### config.mk
export PLATFORM = sky130hd
export DESIGN_NAME = prog_truthtable_flat
export DESIGN_NICKNAME = d
export VERILOG_FILES = /design/src/rtl/tt_pkg.sv /design/src/rtl/prog_truthtable_if.sv /design/src/rtl/tt_mem.sv /design/src/rtl/prog_truthtable.sv /design/src/flat_wrapper.sv
export SDC_FILE = /design/constraint.sdc
export NUM_CORES = 1
export LEC_CHECK = 0
export ABC_AREA = 1
export CORE_MARGIN = 2
export CORE_UTILIZATION = 35
export DETAILED_ROUTE_END_ITERATION = 10
export PLACE_DENSITY = 0.6
export SETUP_SLACK_MARGIN = 0.4
export SYNTH_ARGS = -nofsm -noshare
export SYNTH_HDL_FRONTEND = slang
export SYNTH_SLANG_ARGS = --single-unit
### constraint.sdc
create_clock -name clk -period 10.8 [get_ports clk]
set_input_delay 1.62 -clock clk [delete_from_list [all_inputs] [get_ports clk]]
set_output_delay 1.62 -clock clk [all_outputs]
set_load 0.02 [all_outputs]
### src/rtl/tt_pkg.sv
// Shared types and helpers for the programmable truth table.
// Optional feature macro: TT_PARITY_EN (parity storage and checking).
package tt_pkg;

  // Controller states: power-on clear, idle service, full-table sweep.
  typedef enum logic [1:0] {
    CLEAR = 2'd0,
    IDLE  = 2'd1,
    SWEEP = 2'd2
  } tt_state_e;

  // Even-parity bit of a zero-extended value: 1 when the value has an odd
  // number of ones, so that value plus this bit carries an even count.
  function automatic logic tt_parity(input logic [31:0] v);
    return ^v;
  endfunction

endpackage

### src/rtl/prog_truthtable_if.sv
// Lookup/write/sweep bus of the programmable truth table.
// Optional feature macro: TT_PARITY_EN adds wr_par_flip and parity_err.
interface prog_truthtable_if #(
  parameter int A_W = 3,
  parameter int B_W = 4,
  parameter int Y_W = 3
);
  localparam int IW = A_W + B_W + 1;

  logic [A_W-1:0] a;
  logic [B_W-1:0] b;
  logic           x;
  logic           in_valid;
  logic           ready;
  logic           wr_en;
  logic [IW-1:0]  wr_addr;
  logic [Y_W-1:0] wr_data;
  logic           sweep_start;
  logic [Y_W-1:0] y;
  logic           y_valid;
  logic [IW-1:0]  sweep_idx;
  logic           sweep_done;
`ifdef TT_PARITY_EN
  logic           wr_par_flip;
  logic           parity_err;
`endif

  // Requester side (bench or host logic).
  modport master (
    output a, b, x, in_valid, wr_en, wr_addr, wr_data, sweep_start,
`ifdef TT_PARITY_EN
    output wr_par_flip,
    input  parity_err,
`endif
    input  ready, y, y_valid, sweep_idx, sweep_done
  );

  // Truth-table side.
  modport slave (
    input  a, b, x, in_valid, wr_en, wr_addr, wr_data, sweep_start,
`ifdef TT_PARITY_EN
    input  wr_par_flip,
    output parity_err,
`endif
    output ready, y, y_valid, sweep_idx, sweep_done
  );

endinterface

### src/rtl/tt_mem.sv
// Table storage: one write port, one registered read port.
// A read of the address being written in the same cycle returns the new
// data (write-first). Only the read register is reset; the array is not.
module tt_mem #(
  parameter int AW = 8,
  parameter int DW = 3
) (
  input  logic          clk,
  input  logic          rst,
  input  logic          we,
  input  logic [AW-1:0] waddr,
  input  logic [DW-1:0] wdata,
  input  logic          re,
  input  logic [AW-1:0] raddr,
  output logic [DW-1:0] rdata
);
  localparam int N = 2 ** AW;

  logic [DW-1:0] mem_q [N];

  // Array write; contents survive reset and are only changed by writes.
  always_ff @(posedge clk) begin
    if (we) begin
      mem_q[waddr] <= wdata;
    end
  end

  // Registered read with write-first bypass; holds when not reading.
  always_ff @(posedge clk) begin
    if (rst) begin
      rdata <= '0;
    end else if (re) begin
      if (we && (waddr == raddr)) begin
        rdata <= wdata;
      end else begin
        rdata <= mem_q[raddr];
      end
    end
  end

endmodule

### src/rtl/prog_truthtable.sv
// Programmable registered truth table: y = table[{a, b, x}].
// Power-on clear, single lookups, run-time writes and a full-table sweep.
// Optional feature macro: TT_PARITY_EN (per-entry even parity, flip-on-write
// for fault injection, parity_err flag alongside y_valid).
//
// state | meaning
// ------+-----------------------------------------------------------
// CLEAR | write DEFAULT_Y to entry cnt, one entry per cycle, 0..N-1
// IDLE  | ready=1: accept lookups, writes and sweep_start
// SWEEP | read entry cnt, one per cycle, 0..N-1, onto y/sweep_idx
module prog_truthtable
  import tt_pkg::*;
#(
  parameter int             A_W       = 3,
  parameter int             B_W       = 4,
  parameter int             Y_W       = 3,
  parameter logic [Y_W-1:0] DEFAULT_Y = '0
) (
  input  logic       clk,
  input  logic       rst,
  prog_truthtable_if.slave bus
);
  localparam int IW = A_W + B_W + 1;
`ifdef TT_PARITY_EN
  localparam int DW = Y_W + 1;
`else
  localparam int DW = Y_W;
`endif

  localparam logic [IW-1:0] LAST_IDX = {IW{1'b1}};

  tt_state_e     state_q, state_nxt;
  logic [IW-1:0] cnt_q, cnt_nxt;
  logic          ready_q;
  logic          y_valid_q;
  logic [IW-1:0] sweep_idx_q;
  logic          sweep_done_q;

  logic [IW-1:0] lookup_idx;
  logic          cnt_last;
  logic          sweep_rd;

  logic          mem_we;
  logic [IW-1:0] mem_waddr;
  logic [DW-1:0] mem_wdata;
  logic          mem_re;
  logic [IW-1:0] mem_raddr;
  logic [DW-1:0] mem_rdata;

  logic [DW-1:0] wr_word;
  logic [DW-1:0] clr_word;

  assign lookup_idx = {bus.a, bus.b, bus.x};
  assign cnt_last   = (cnt_q == LAST_IDX);

`ifdef TT_PARITY_EN
  assign wr_word  = {tt_parity(32'(bus.wr_data)) ^ bus.wr_par_flip, bus.wr_data};
  assign clr_word = {tt_parity(32'(DEFAULT_Y)), DEFAULT_Y};
`else
  assign wr_word  = bus.wr_data;
  assign clr_word = DEFAULT_Y;
`endif

  // State and shared clear/sweep index register.
  always_ff @(posedge clk) begin
    if (rst) begin
      state_q <= CLEAR;
      cnt_q   <= '0;
    end else begin
      state_q <= state_nxt;
      cnt_q   <= cnt_nxt;
    end
  end

  // Next state, index advance and table port steering.
  always_comb begin
    state_nxt = state_q;
    cnt_nxt   = cnt_q;
    mem_we    = 1'b0;
    mem_waddr = bus.wr_addr;
    mem_wdata = wr_word;
    mem_re    = 1'b0;
    mem_raddr = lookup_idx;
    sweep_rd  = 1'b0;
    unique case (state_q)
      CLEAR: begin
        mem_we    = 1'b1;
        mem_waddr = cnt_q;
        mem_wdata = clr_word;
        cnt_nxt   = cnt_q + 1'b1;
        if (cnt_last) begin
          state_nxt = IDLE;
        end
      end
      IDLE: begin
        mem_we = bus.wr_en;
        mem_re = bus.in_valid;
        if (bus.sweep_start) begin
          state_nxt = SWEEP;
          cnt_nxt   = '0;
        end
      end
      SWEEP: begin
        mem_re    = 1'b1;
        mem_raddr = cnt_q;
        sweep_rd  = 1'b1;
        cnt_nxt   = cnt_q + 1'b1;
        if (cnt_last) begin
          state_nxt = IDLE;
        end
      end
      default: begin
        state_nxt = CLEAR;
        cnt_nxt   = '0;
      end
    endcase
  end

  // Handshake and output qualifiers, aligned with the registered read data.
  always_ff @(posedge clk) begin
    if (rst) begin
      ready_q      <= 1'b0;
      y_valid_q    <= 1'b0;
      sweep_idx_q  <= '0;
      sweep_done_q <= 1'b0;
    end else begin
      ready_q      <= (state_nxt == IDLE);
      y_valid_q    <= mem_re;
      sweep_done_q <= sweep_rd && cnt_last;
      if (sweep_rd) begin
        sweep_idx_q <= cnt_q;
      end
    end
  end

  tt_mem #(
    .AW(IW),
    .DW(DW)
  ) u_mem (
    .clk  (clk),
    .rst  (rst),
    .we   (mem_we),
    .waddr(mem_waddr),
    .wdata(mem_wdata),
    .re   (mem_re),
    .raddr(mem_raddr),
    .rdata(mem_rdata)
  );

  assign bus.ready      = ready_q;
  assign bus.y          = mem_rdata[Y_W-1:0];
  assign bus.y_valid    = y_valid_q;
  assign bus.sweep_idx  = sweep_idx_q;
  assign bus.sweep_done = sweep_done_q;

`ifdef TT_PARITY_EN
  assign bus.parity_err = y_valid_q &
                          (tt_parity(32'(mem_rdata[Y_W-1:0])) ^ mem_rdata[Y_W]);
`endif

endmodule

### src/flat_wrapper.sv
// flat-port wrapper written by rule: the top's interface ports become plain ports
module prog_truthtable_flat import tt_pkg::*;
#(
  parameter int             A_W       = 3,
  parameter int             B_W       = 4,
  parameter int             Y_W       = 3,
  parameter logic [Y_W-1:0] DEFAULT_Y = '0
)
  (clk, rst, bus_a, bus_b, bus_x, bus_in_valid, bus_wr_en, bus_wr_addr, bus_wr_data, bus_sweep_start, bus_ready, bus_y, bus_y_valid, bus_sweep_idx, bus_sweep_done);
  prog_truthtable_if #(.A_W(A_W), .B_W(B_W), .Y_W(Y_W)) bus_i ();
  input  logic clk;
  input  logic rst;
  input wire logic [$bits(bus_i.a)-1:0] bus_a;
  input wire logic [$bits(bus_i.b)-1:0] bus_b;
  input wire logic [$bits(bus_i.x)-1:0] bus_x;
  input wire logic [$bits(bus_i.in_valid)-1:0] bus_in_valid;
  input wire logic [$bits(bus_i.wr_en)-1:0] bus_wr_en;
  input wire logic [$bits(bus_i.wr_addr)-1:0] bus_wr_addr;
  input wire logic [$bits(bus_i.wr_data)-1:0] bus_wr_data;
  input wire logic [$bits(bus_i.sweep_start)-1:0] bus_sweep_start;
  output wire logic [$bits(bus_i.ready)-1:0] bus_ready;
  output wire logic [$bits(bus_i.y)-1:0] bus_y;
  output wire logic [$bits(bus_i.y_valid)-1:0] bus_y_valid;
  output wire logic [$bits(bus_i.sweep_idx)-1:0] bus_sweep_idx;
  output wire logic [$bits(bus_i.sweep_done)-1:0] bus_sweep_done;
  assign bus_i.a = bus_a;
  assign bus_i.b = bus_b;
  assign bus_i.x = bus_x;
  assign bus_i.in_valid = bus_in_valid;
  assign bus_i.wr_en = bus_wr_en;
  assign bus_i.wr_addr = bus_wr_addr;
  assign bus_i.wr_data = bus_wr_data;
  assign bus_i.sweep_start = bus_sweep_start;
  assign bus_ready = bus_i.ready;
  assign bus_y = bus_i.y;
  assign bus_y_valid = bus_i.y_valid;
  assign bus_sweep_idx = bus_i.sweep_idx;
  assign bus_sweep_done = bus_i.sweep_done;
  prog_truthtable #(.A_W(A_W), .B_W(B_W), .Y_W(Y_W), .DEFAULT_Y(DEFAULT_Y)) u_core (.clk(clk), .rst(rst), .bus(bus_i));
endmodule
==> summary.md <==
| Metric | Value |
|---|---|
| Outcome | `completed` |
| Crit path max fanout | `approximately 110` |
| Initial antenna violation count | `2` |
| Cell Pwr Density | `165 nW/um2` |
| Met2 Wirelength | `44,700 um` |
| Critical path cell sequence | `clkdlybuf4s50_1 -> inv_1 -> nand2_8 -> nand2_8 -> inv_4 -> buf_4 -> nand2_1 -> nand2_1 -> nand2_1 -> nand3_1 -> nand3_1 -> nand3_1 -> nand3_1 -> nand3_1 -> nand3_1 -> nand3_1 -> nand2_1 -> a21oi_1` |
| Htree depth | `3` |
| Most frequent CP cell | `nand3_1` |
| CTS tree | `done` |
| CTS Buffer Depth | `3` |
| Most frequent cells in the layout | `768 x edfxtp_1, 746 x nand2_1, 655 x nand3_1` |
| Peak supply drop | `0.109 mV` |
| Ports | `38` |
| Max Slew Vio Count | `0` |
| Library cells used by synthesis | `31` |
| Vias in the first global route | `23,400` |
| Crit-path slowest cell | `buf_4` |
| Setup violators final | `0` |
| Tmin final | `5.73 ns` |
| Die Span Y | `321 um` |
| Final period util | `53.0%` |
| Core Area | `between 90,000 and 100,000 um2` |
| RePlAce Congestion | `around 0.84` |
| DR WL met3 | `6590 um` |
| Via-per-instance ratio | `5.22` |
| Tightest Pin Transition | `around 1.2 ns` |
| CTS Hold Bufs | `0` |
| Max Freq | `175 MHz` |
| Row count | `116` |
| Worst EP required | `around 11 ns` |
| Top routing layer used | `met5` |
| Hold Path Class | `reg -> reg` |
| Overflow after GRT | `0` |
| GRT Util Overall | `a little under a fifth` |
| Cells after Synth | `~3,300` |
| CTS Sinks | `792` |
| Seq. cell area | `23,500 um2` |
| Violation count after the first detailed-route iteration | `2,184` |
| #FFs+latches synth | `about 790` |
| Setup Skew | `0.0191 ns` |
| Clock Pin Slew Worst Setup and Hold Paths | `0.06 ns` |
| Sequential area share after synthesis | `66.9%` |
| Area of the multi-input gates | `9490 um2` |
| CP arrival | `6.27 ns` |
| Maxcap violations | `0` |
| Routed Antenna Nets | `0` |
| Crit path max-delay family | `simple AND/OR/NAND/NOR gates` |
| Final Hold Vio Count | `0` |
| Slew margin rel. | `19.5%` |
| Final Total Pwr | `between 6 and 7 mW` |
| CP bufs+invs | `4` |
| PortBufs | `37` |
| Drt first pass iters | `6` |
| CP startpoint | `bus_x` |
| RSZ-0062 raised after global routing | `no` |
| Fill cell count | `a little under 10,000` |
| Worst reg2reg startpoint | `u_core.state_q[0]` |
| Chip width | `321 um` |
| Fin Setup TNS | `0 ns` |
| # diodes | `0` |
| Synthesized Nets | `3,363` |
| First-pass GRT wire length | `approximately 140,000 um` |
| Pin count of the biggest net entering global routing | `214` |
| Ratio of cells with drive above 1 in the final layout | `5.10%` |
| Type of the worst setup path | `in -> reg` |
| Clk Latency, worst-skew pair | `0.65 ns` |
| # Post-CTS Setup Buffers | `0` |
| Yosys warnings | `0` |
| Die area | `103,000 um2` |
| Final-stage net count | `3,298` |
| Initial Util | `35.3%` |
| WL final | `94,900 um` |
| Post-Route M1 WL | `40,700 um` |
| Max incr delay on CP | `between 0.8 and 0.9 ns` |
| Most common cell after layout, fill and taps aside | `edfxtp_1` |
| CTS resizes | `0` |
| Mean post-synth cell area | `between 10 and 15 um2` |
| Hold path start | `u_core.bus.sweep_idx[3]` |
| Worst Setup Start Kind | `input port` |
| Routed WL per cell | `20.5 um` |
| P&R area growth vs syn | `11.1%` |
| Drt drc | `0` |
| Netlist Area Pre-Place | `35,200 um2` |
| Final core area utilization | `39.2%` |
| Pleak | `between 10 and 15 nW` |
| CTS buffer count | `79` |
| Root buf cell | `clkbuf_16` |
| Post-DP HPWL | `52,000 um` |
| Via count | `24,200` |
| Critical path capture point type | `register` |
==> final timing paths <==
kind | endpoint | slack (ns) | depth (start not counted)
worst min register to register | u_core.bus.sweep_idx[3] | 0.48 | 2
worst min-delay path | u_core.bus.sweep_idx[3] | 0.48 | 2
worst max register to register | u_core.u_mem.rdata[2] | 5.24 | 19
worst max-delay path | u_core.u_mem.rdata[2] | 5.07 | 18
==> cells in the mapped netlist (all sizes together) <==
master	number	area [um2]
xor2	3	26.3
edfxtp	768	23100
nand3b	167	1250
nand2	755	2890
nor4	1	6.26
o21ai	20	100
nor2	300	1130
and3	1	6.26
a31oi	1	6.26
nor3b	2	15.0
nor3	14	70.1
buf	149	798
o211ai	63	473
nand4	2	12.5
nand3	655	3280
a311oi	1	8.76
dfxtp	24	480
inv	309	1160
ha	5	62.6
clkbuf	72	270
a21oi	19	95.1
o22ai	2	12.5
clkinv	1	3.75
==> worst reg2reg max path, stage by stage (launching register included) <==
cell and delay, ns:
dfxtp_1 0.33, inv_1 0.11, ha_1 0.55, inv_2 0.31, nand2_8 0.48, nand2_8 0.63
inv_4 0.70, buf_4 0.91, nand2_1 0.17, nand2_1 0.09, nand2_1 0.05, nand3_1 0.17
nand3_1 0.10, nand3_1 0.11, nand3_1 0.08, nand3_1 0.20, nand3_1 0.14, nand3_1 0.12
nand2_1 0.06, a21oi_1 0.15
==> layer usage <==
layer,global-route usage [%],vias up
met5,0,-
met4,6.37,2
met3,2.92,152
met2,29.8,869
met1,24.4,11900
li1,-,11300
==> per-stage QoR <==
stage / instances / setup WS [ns] / instance area, um2 / hold slack [ns]
floorplan: 3334 / 1.77 / 35200 / 0.456
global placement: 4486 / 4.56 / 36500 / 0.457
detailed placement: 4486 / 4.54 / 36500 / 0.458
CTS: 4630 / 5.21 / 39100 / 0.474
global route: 4630 / 4.79 / 39100 / 0.483
finish: 4630 / 5.07 / 39100 / 0.477
==> kinds of logic (layout without fill, tap and decap cells) <==
group                      count (synthesis)  in the layout  share of synthesized area (%)
xor gates and xnor gates                   3              3                         0.0746
DFF                                      792            792                           66.9
and+or+nand+nor                         1897           1897                           24.6
buffers and inverters                    531            529                           6.35
AOI/OAI and AO/OA                        106            106                           1.98
adders and majority gates                  5              5                          0.178
==> state kept, by name, summed over array words and instances, names as in the netlist <==
name and flops:
u_core.bus.ready 1, u_core.bus.sweep_done 1, u_core.bus.sweep_idx 8, u_core.bus.y_valid 1, u_core.cnt_q 8, u_core.state_q 2
u_core.u_mem.mem_q 768, u_core.u_mem.rdata 3
==> cell type report <==
class                      instances  share of cell area (%)
inverter                         310                    3.00
timing repair buffer              75                    1.80
multi-input combinational       2011                    24.3
tap                             1298                    4.15
clock buffer                     102                    5.43
clock inverter                    42                    1.21
sequential                       792                    60.2
==> report_power, final <==
part	leakage (nW)	switching [mW]	total [mW]	internal [mW]
registers	7.31	0.00224	3.32	3.32
clock network	1.27	1.18	2.78	1.60
logic	5.73	0.253	0.347	0.0931
total	14.3	1.44	6.45	5.01
No activity file was read; power rests on OpenSTA's default activity.
